## config.mk

```make
export PLATFORM = sky130hd
export DESIGN_NAME = hwloop_ctrl_flat
export DESIGN_NICKNAME = d
export VERILOG_FILES = /design/src/rtl/hwloop_if.sv /design/src/rtl/hwloop_ctrl.sv /design/src/flat_wrapper.sv
export SDC_FILE = /design/constraint.sdc
export NUM_CORES = 1
export LEC_CHECK = 0
export ABC_AREA = 0
export CAP_MARGIN = 20
export CORE_AREA = 2 2 98 124
export CTS_BUF_LIST = sky130_fd_sc_hd__clkbuf_4
export DETAILED_ROUTE_END_ITERATION = 8
export DIE_AREA = 0 0 100 126
export PLACE_DENSITY = 0.85
export SYNTH_ARGS = -nofsm -noshare
export SYNTH_HDL_FRONTEND = slang
export SYNTH_SLANG_ARGS = --single-unit
```

## constraint.sdc

```tcl
create_clock -name clk -period 8.5 [get_ports clk]
set_clock_uncertainty 0.2 [all_clocks]
set_input_delay 2.125 -clock clk [delete_from_list [all_inputs] [get_ports clk]]
set_output_delay 2.125 -clock clk [all_outputs]
set_load 0.01 [all_outputs]
```

## src/rtl/hwloop_if.sv

```systemverilog
// Setup, fetch-PC and redirect signals between decode/fetch and hwloop_ctrl.
// The cfg_level member exists only when HWLOOP_NEST_EN is defined.
interface hwloop_if #(
  parameter int CNT_W = 16
) ();
  logic             cfg_valid;
  logic             cfg_ready;
  logic [31:0]      cfg_start;
  logic [31:0]      cfg_end;
  logic [CNT_W-1:0] cfg_count;
`ifdef HWLOOP_NEST_EN
  logic             cfg_level;
`endif
  logic [31:0]      pc;
  logic             pc_valid;
  logic             abort;
  logic             redirect_valid;
  logic [31:0]      redirect_pc;
  logic             pc_hwl_end_zero_flag;
  logic             loop_active;
  logic [CNT_W-1:0] iter_remaining;
  logic             cfg_err;

  // Core side: issues setups and fetch PCs, consumes redirects.
  modport master (
`ifdef HWLOOP_NEST_EN
    output cfg_level,
`endif
    output cfg_valid, cfg_start, cfg_end, cfg_count, pc, pc_valid, abort,
    input  cfg_ready, redirect_valid, redirect_pc, pc_hwl_end_zero_flag,
           loop_active, iter_remaining, cfg_err
  );

  // Controller side.
  modport slave (
`ifdef HWLOOP_NEST_EN
    input  cfg_level,
`endif
    input  cfg_valid, cfg_start, cfg_end, cfg_count, pc, pc_valid, abort,
    output cfg_ready, redirect_valid, redirect_pc, pc_hwl_end_zero_flag,
           loop_active, iter_remaining, cfg_err
  );
endinterface

```

## src/rtl/hwloop_ctrl.sv

```systemverilog
// Zero-overhead hardware-loop controller: combinational PC redirect at loop end,
// NOP substitution for zero-count loops. HWLOOP_NEST_EN adds a second (inner) level.
module hwloop_ctrl #(
  parameter int CNT_W = 16
) (
  input logic     clk,
  input logic     rst,
  hwloop_if.slave bus
);

`ifdef HWLOOP_NEST_EN
  localparam int NL = 2;
`else
  localparam int NL = 1;
`endif

  typedef enum logic [1:0] {
    S_IDLE = 2'd0,
    S_RUN  = 2'd1,
    S_SKIP = 2'd2
  } state_e;

  // Addresses are held as word addresses; the low two bits are implicitly zero.
  state_e           state_q [NL];
  state_e           state_d [NL];
  logic [29:0]      start_q [NL];
  logic [29:0]      start_d [NL];
  logic [29:0]      end_q   [NL];
  logic [29:0]      end_d   [NL];
  logic [CNT_W-1:0] cnt_q   [NL];
  logic [CNT_W-1:0] cnt_d   [NL];
  logic [CNT_W-1:0] iter_q;
  logic [CNT_W-1:0] iter_d;
  logic             cfg_err_q;
  logic             cfg_err_d;

  logic             act_s   [NL];
  logic             take_s  [NL];
  logic             go_s;
  logic             lvl_s;
  logic             lvl_idle_s;
  logic             flag_s;
  logic             active_s;
  logic             redirect_valid_s;
  logic [31:0]      redirect_pc_s;
  logic [29:0]      pc_w_s;
  logic             unused_s;

`ifdef HWLOOP_NEST_EN
  assign lvl_s = bus.cfg_level;
`else
  assign lvl_s = 1'b0;
`endif

  assign pc_w_s   = bus.pc[31:2];
  assign unused_s = ^{bus.pc[1:0], bus.cfg_start[1:0], bus.cfg_end[1:0]};

  // Level evaluation (inner first), redirect selection and next-state computation.
  always_comb begin
    state_d          = state_q;
    start_d          = start_q;
    end_d            = end_q;
    cnt_d            = cnt_q;
    cfg_err_d        = cfg_err_q;
    redirect_valid_s = 1'b0;
    redirect_pc_s    = 32'h0000_0000;
    flag_s           = 1'b0;
    active_s         = 1'b0;
    lvl_idle_s       = 1'b0;
    go_s             = bus.pc_valid & ~bus.abort;
    for (int l = NL - 1; l >= 0; l--) begin
      // An inner redirect hides the end-of-loop event from the outer level.
      act_s[l]         = go_s & (pc_w_s == end_q[l]);
      take_s[l]        = act_s[l] & (state_q[l] == S_RUN) & (cnt_q[l] > CNT_W'(1));
      redirect_valid_s = redirect_valid_s | take_s[l];
      redirect_pc_s    = take_s[l] ? {start_q[l], 2'b00} : redirect_pc_s;
      go_s             = go_s & ~take_s[l];

      flag_s     = flag_s | ((state_q[l] == S_SKIP) &&
                             (pc_w_s >= start_q[l]) && (pc_w_s <= end_q[l]));
      active_s   = active_s | (state_q[l] != S_IDLE);
      lvl_idle_s = lvl_idle_s | ((int'(lvl_s) == l) && (state_q[l] == S_IDLE));

      if (bus.abort) begin
        state_d[l] = S_IDLE;
        cnt_d[l]   = {CNT_W{1'b0}};
      end else begin
        case (state_q[l])
          S_IDLE: begin
            if (bus.cfg_valid && (int'(lvl_s) == l)) begin
              if (bus.cfg_end[31:2] < bus.cfg_start[31:2]) begin
                cfg_err_d = 1'b1;
              end else begin
                start_d[l] = bus.cfg_start[31:2];
                end_d[l]   = bus.cfg_end[31:2];
                cnt_d[l]   = bus.cfg_count;
                state_d[l] = (bus.cfg_count == {CNT_W{1'b0}}) ? S_SKIP : S_RUN;
              end
            end else begin
              state_d[l] = S_IDLE;
            end
          end
          S_RUN: begin
            if (take_s[l]) begin
              cnt_d[l] = cnt_q[l] - CNT_W'(1);
            end else if (act_s[l]) begin
              state_d[l] = S_IDLE;
              cnt_d[l]   = {CNT_W{1'b0}};
            end else begin
              state_d[l] = S_RUN;
            end
          end
          S_SKIP: begin
            if (act_s[l]) begin
              state_d[l] = S_IDLE;
            end else begin
              state_d[l] = S_SKIP;
            end
          end
          default: begin
            state_d[l] = S_IDLE;
            cnt_d[l]   = {CNT_W{1'b0}};
          end
        endcase
      end
    end

    iter_d = cnt_d[0];
    for (int l = 1; l < NL; l++) begin
      iter_d = (state_d[l] != S_IDLE) ? cnt_d[l] : iter_d;
    end
  end

  // State, address, counter and status registers.
  always_ff @(posedge clk or posedge rst) begin
    if (rst) begin
      for (int l = 0; l < NL; l++) begin
        state_q[l] <= S_IDLE;
        start_q[l] <= 30'd0;
        end_q[l]   <= 30'd0;
        cnt_q[l]   <= {CNT_W{1'b0}};
      end
      iter_q    <= {CNT_W{1'b0}};
      cfg_err_q <= 1'b0;
    end else begin
      for (int l = 0; l < NL; l++) begin
        state_q[l] <= state_d[l];
        start_q[l] <= start_d[l];
        end_q[l]   <= end_d[l];
        cnt_q[l]   <= cnt_d[l];
      end
      iter_q    <= iter_d;
      cfg_err_q <= cfg_err_d;
    end
  end

  assign bus.cfg_ready            = ~rst & ~bus.abort & lvl_idle_s;
  assign bus.redirect_valid       = redirect_valid_s;
  assign bus.redirect_pc          = redirect_pc_s;
  assign bus.pc_hwl_end_zero_flag = flag_s & ~bus.abort;
  assign bus.loop_active          = active_s;
  assign bus.iter_remaining       = iter_q;
  assign bus.cfg_err              = cfg_err_q;

endmodule

```

## src/flat_wrapper.sv

```systemverilog
// flat-port wrapper written by rule: the top's interface ports become plain ports
module hwloop_ctrl_flat 
#(
  parameter int CNT_W = 16
)
  (clk, rst, bus_cfg_valid, bus_cfg_start, bus_cfg_end, bus_cfg_count, bus_pc, bus_pc_valid, bus_abort, bus_cfg_ready, bus_redirect_valid, bus_redirect_pc, bus_pc_hwl_end_zero_flag, bus_loop_active, bus_iter_remaining, bus_cfg_err);
  hwloop_if #(.CNT_W(CNT_W)) bus_i ();
  input logic clk;
  input logic rst;
  input wire logic [$bits(bus_i.cfg_valid)-1:0] bus_cfg_valid;
  input wire logic [$bits(bus_i.cfg_start)-1:0] bus_cfg_start;
  input wire logic [$bits(bus_i.cfg_end)-1:0] bus_cfg_end;
  input wire logic [$bits(bus_i.cfg_count)-1:0] bus_cfg_count;
  input wire logic [$bits(bus_i.pc)-1:0] bus_pc;
  input wire logic [$bits(bus_i.pc_valid)-1:0] bus_pc_valid;
  input wire logic [$bits(bus_i.abort)-1:0] bus_abort;
  output wire logic [$bits(bus_i.cfg_ready)-1:0] bus_cfg_ready;
  output wire logic [$bits(bus_i.redirect_valid)-1:0] bus_redirect_valid;
  output wire logic [$bits(bus_i.redirect_pc)-1:0] bus_redirect_pc;
  output wire logic [$bits(bus_i.pc_hwl_end_zero_flag)-1:0] bus_pc_hwl_end_zero_flag;
  output wire logic [$bits(bus_i.loop_active)-1:0] bus_loop_active;
  output wire logic [$bits(bus_i.iter_remaining)-1:0] bus_iter_remaining;
  output wire logic [$bits(bus_i.cfg_err)-1:0] bus_cfg_err;
  assign bus_i.cfg_valid = bus_cfg_valid;
  assign bus_i.cfg_start = bus_cfg_start;
  assign bus_i.cfg_end = bus_cfg_end;
  assign bus_i.cfg_count = bus_cfg_count;
  assign bus_i.pc = bus_pc;
  assign bus_i.pc_valid = bus_pc_valid;
  assign bus_i.abort = bus_abort;
  assign bus_cfg_ready = bus_i.cfg_ready;
  assign bus_redirect_valid = bus_i.redirect_valid;
  assign bus_redirect_pc = bus_i.redirect_pc;
  assign bus_pc_hwl_end_zero_flag = bus_i.pc_hwl_end_zero_flag;
  assign bus_loop_active = bus_i.loop_active;
  assign bus_iter_remaining = bus_i.iter_remaining;
  assign bus_cfg_err = bus_i.cfg_err;
  hwloop_ctrl #(.CNT_W(CNT_W)) u_core (.clk(clk), .rst(rst), .bus(bus_i));
endmodule
```

== Word-level counts from Yosys, hierarchy flattened ==
Cells that the tools add are included.
Cells by class
  $add $sub $neg: 1
  $lt $le $gt $ge: 4
  equality and inequality tests: 9
  muxes and demuxes: 15
  bitwise operators: 10
  reductions and logical operators: 9
Operators with widths (number)
  2-to-1 mux 16 bit: 5
  one-hot mux 16 bit (3 select lines): 1
  2-to-1 mux 32 bit: 1
  == test 30 bit: 1
  greater-or-equal comparator 30 bit: 1
  less-or-equal comparator 30 bit: 1
  < comparator 30 bit: 1
  > comparator 16 x 1 -> 1 bit, second input constant: 1
  logical NOT 16 bit: 1
  subtractor 16 x 1 -> 16 bit, second input constant: 1
  2-to-1 mux 2 bit: 6
  AND reduction 4 bit: 3
  inequality test 3 bit, second input constant: 3
  AND 1 bit: 7
  one-hot mux 2 bit (3 select lines): 1
  inequality test 4 x 3 -> 1 bit, second input constant: 1
  inequality test 4 bit, second input constant: 1
  inverter 1 bit: 3
  == test 2 x 1 -> 1 bit, second input constant: 1
  == test 2 bit, second input constant: 1
  logical AND 1 bit: 2
  logical NOT 2 bit: 1
  inequality test 2 bit, second input constant: 1
  AND reduction 2 bit: 1
  2 further kinds: 2
Word-level totals
  register bits: 79
  output and inout bits: 53
  logic and storage cells: 53

== Logic depth before layout (Yosys ltp) ==
  word-level depth: 8
  mapped depth: 10

== Least setup slack after synthesis ==
No wires, ideal clock.
  path type: input to output
  from: input port bus_pc[20]
  to: output port bus_redirect_pc[12]
  arrival time: 4142 ps
  path slack: 2033 ps
  cell stages on the path: 8
  buffers on the path: 2
  cells stage by stage: ha_1 > nand4_1 > or4_4 > nor4_1 > and3_1 > buf_2 > clkbuf_1 > and2_1
On the way
  word-level cells in the longest chain between the ends: 5
RTL lines
  start, declared: line flat_wrapper.sv:14  | input wire logic [$bits(bus_i.pc)-1:0] bus_pc;
  == test 30 bit: line hwloop_ctrl.sv:73  | act_s[l] = go_s & (pc_w_s == end_q[l]);
  AND 1 bit: line hwloop_ctrl.sv:73
  AND 1 bit (2 in series): line hwloop_ctrl.sv:74  | take_s[l] = act_s[l] & (state_q[l] == S_RUN) & (cnt_q[l] > CNT_W'(1));
  2-to-1 mux 32 bit: line hwloop_ctrl.sv:76  | redirect_pc_s = take_s[l] ? {start_q[l], 2'b00} : redirect_pc_s;
  end, declared: line flat_wrapper.sv:19  | output wire logic [$bits(bus_i.redirect_pc)-1:0] bus_redirect_pc;
Every way passes these cells.

== Worst setup path in the final report ==
  from: input port bus_pc[20]
  to: output port bus_redirect_pc[29]
Same word-level chain as after synthesis.

==> results.sh <==
export IMPL_status="complete, no violations"
export IMPL_cts_htree_levels=3
export IMPL_area_delta_synth_final_pct=31.3
export IMPL_worstPathRequired_ns=6.18
export IMPL_netlist_top_cells_area="dfrtp_1 (33%), ha_1 (19%), inv_1 (6.1%), mux2_2 (5.6%), mux2i_1 (4.8%)"
export IMPL_clk_pin_slew_ns=0.14
export IMPL_yosys_area_share_adder=0.187
export IMPL_drv_cap=0
export IMPL_synth_simple_gate_area_frac=0.150
export IMPL_post_route_cell_area_um2=7980
export IMPL_routedWlPerCell_um=17.3
export IMPL_ir_worst_vdd_v=0.0000951
export IMPL_cp_end_kind="output port"
export IMPL_drive_gt1_frac=0.0887
export IMPL_leakage_nw=3.77
export IMPL_dp_hpwl_um=13200
export IMPL_crit_fanout=24
export IMPL_clock_fmax_mhz=130
export IMPL_tightest_slew_ns=0.671
export IMPL_yosysTopAreaCell="dfrtp_1"
export IMPL_grt_max_degree=80
export IMPL_cp_arrival_ns=5.37
export IMPL_synthXorXnorAreaFrac=0.0144
export IMPL_startpoint_type="input port"
export IMPL_cts_resized=0
export IMPL_cts_path_max_buffers=2
export IMPL_die_h_um=126
export IMPL_setup_viol=0
export IMPL_synth_most_common_cell="inv_1"
export IMPL_portBuffers=161
export IMPL_hold_viol=0
export IMPL_syn_area_per_cell_um2=9.46
export IMPL_maxSlewViolCount=0
export IMPL_viasPerCell=5.74
export IMPL_cts_sinks=79
export IMPL_cts_made_buffers=9
export IMPL_vias=5463
export IMPL_synth_cell_type_count=67
export IMPL_slew_headroom=0.547
export IMPL_r2r_slack_ns=5.34
export IMPL_ys_top_cells_by_count="inv_1 (99), ha_1 (91), dfrtp_1 (79)"
export IMPL_holdBufCountCts=0
export IMPL_routed_wl_um=16500
export IMPL_postCtsSetupRepairBufs=0
export IMPL_grt_pass1_wl_um=27100
export IMPL_critPathKind="input port to output port"
export IMPL_synth_top_cell_area_share=0.325
export IMPL_rsz0062_at_grt="false"
export IMPL_period_needed_ns=7.69
export IMPL_tns_ns=0
export IMPL_die_area_um2=12600
export IMPL_synth_seq_area_share=0.325
export IMPL_place_area_um2=7820
export IMPL_clock_latency_ns=0.46
export IMPL_reg2reg_from="u_core.end_q[18]$_DFFE_PP0P_"
export IMPL_syn_inst=643
export IMPL_p_per_area_nw_per_um2=165
export IMPL_drtPass1Iterations=5
export IMPL_cts_root_buf="clkbuf_4"
export IMPL_antenna_found_initial=1
export IMPL_reg2reg_depth=9
export IMPL_antenna_left=0
export IMPL_final_nets=1016
export IMPL_drc_errors=0
export IMPL_core_region_area_um2=11500
export IMPL_hp_class="register to register"
export IMPL_critPathLaunch="bus_pc[20]"
export IMPL_synth_compound_area_frac=0.137
export IMPL_ios=170
export IMPL_drt_iter0_drc=262
export IMPL_grt_total_usage=0.272
export IMPL_synth_top_family_by_area="adder cells"
export IMPL_ys_flop_type="dfrtp_1"
export IMPL_r2r_end="u_core.cnt_q[5]$_DFFE_PP0P_"
export IMPL_place_congestion=0.922
export IMPL_die_x_um=100
export IMPL_ys_ff_latch=79
export IMPL_start_util=0.531
export IMPL_netlist_area_um2=6080
export IMPL_overflow=0
export IMPL_crit_path_end="bus_redirect_pc[29]"
export IMPL_grt_pass1_vias=5776
export IMPL_synth_edff_count=0
export IMPL_rows=44
export IMPL_fin_crit_sh=0.905
export IMPL_ys_warn_count=0
export IMPL_synthMuxAreaShare=0.105
export IMPL_synthArstFlopShare=1.00
export IMPL_cts_tree="done"
logic make-up (layout without fill, tap and decap cells):
group | after synthesis | after routing
other | 1 | 3
AOI/OAI and AO/OA | 125 | 125
muxes | 60 | 60
and+or+nand+nor | 160 | 160
buffers and inverters | 117 | 285
adders and majority gates | 91 | 91
DFF | 79 | 79
xor gates and xnor gates | 10 | 10
worst min path at each step:
| stage | start | end | slack (ns) | cells after the start |
|---|---|---|---|---|
| 6_report | u_core.bus.cfg_err$_DFFE_PP0P_ | u_core.bus.cfg_err$_DFFE_PP0P_ | 0.32 | 1 |
| 3_3_place_gp | u_core.end_q[26]$_DFFE_PP0P_ | u_core.end_q[26]$_DFFE_PP0P_ | 0.27 | 1 |
| 3_5_place_dp | u_core.bus.cfg_err$_DFFE_PP0P_ | u_core.bus.cfg_err$_DFFE_PP0P_ | 0.29 | 1 |
| 5_1_grt | u_core.end_q[21]$_DFFE_PP0P_ | u_core.end_q[21]$_DFFE_PP0P_ | 0.35 | 1 |
| 2_1_floorplan | u_core.end_q[26]$_DFFE_PP0P_ | u_core.end_q[26]$_DFFE_PP0P_ | 0.26 | 1 |
| 4_1_cts | u_core.bus.cfg_err$_DFFE_PP0P_ | u_core.bus.cfg_err$_DFFE_PP0P_ | 0.32 | 1 |
critical path: stages:
cell             delay, ns
clkdlybuf4s50_1       0.48
ha_1                  0.36
nand4_1               0.15
or4_4                 0.62
nor4_1                0.40
and3_1                0.24
buf_4                 0.28
and2_1                0.17
clkdlybuf4s50_1       0.54
cell usage in the layout, fill, tap and decap left out, types with 15 or more instances in the layout:
master           instances
nor3_1                  15
o21ai_0                 15
nand2_1                 23
nor2_1                  25
a211oi_1                16
dfrtp_1                 79
a21oi_1                 42
mux2_2                  30
mux2i_1                 29
ha_1                    91
clkdlybuf4s50_1        161
and2_1                  32
inv_1                   98
nand4_1                 16
registers in the layout (all words and copies together) (netlist names):
register	cells
u_core.bus.cfg_err	1
u_core.state_q	2
u_core.start_q	30
u_core.end_q	30
u_core.cnt_q	16
power by group:
group | switching [W] | total, W | internal [W] | leakage [nW]
Combinational | 0.000278 | 0.000551 | 0.000273 | 2.75
Sequential | 0.0000580 | 0.000532 | 0.000474 | 0.953
Clock | 0.000145 | 0.000236 | 0.0000919 | 0.0689
Total | 0.000481 | 0.00132 | 0.000839 | 3.77
per-stage QoR:
stage / hold slack, ns / total power (W) / worst slack [ns] / instances / util
floorplan: 0.258 / 0.000895 / 2.03 / 644 / -
global placement: 0.272 / 0.00105 / 0.936 / 934 / 0.683
detailed placement: 0.290 / 0.00109 / 0.860 / 934 / 0.683
CTS: 0.320 / 0.00132 / 0.845 / 949 / 0.695
global route: 0.346 / 0.00143 / 0.707 / 951 / 0.697
finish: 0.320 / 0.00132 / 0.807 / 951 / 0.697
final cells by class:
cell class	count	area, um^2
multi-input combinational	448	3620
timing repair buffer	169	1690
clock buffer	10	75.1
antenna	1	2.50
clock inverter	5	58.8
fill	891	3470
sequential	79	1980
tap	138	173
inverter	101	382
layer usage:
layer | up-vias | GRT usage | part of all wire
li1 | 2608 | - | -
met1 | 2601 | 0.303 | 0.38
met2 | 215 | 0.503 | 0.53
met3 | 39 | 0.0483 | 0.060
met4 | 0 | 0.114 | 0.031
met5 | - | 0 | 0
Note: power is estimated with default switching activity, not from simulation.
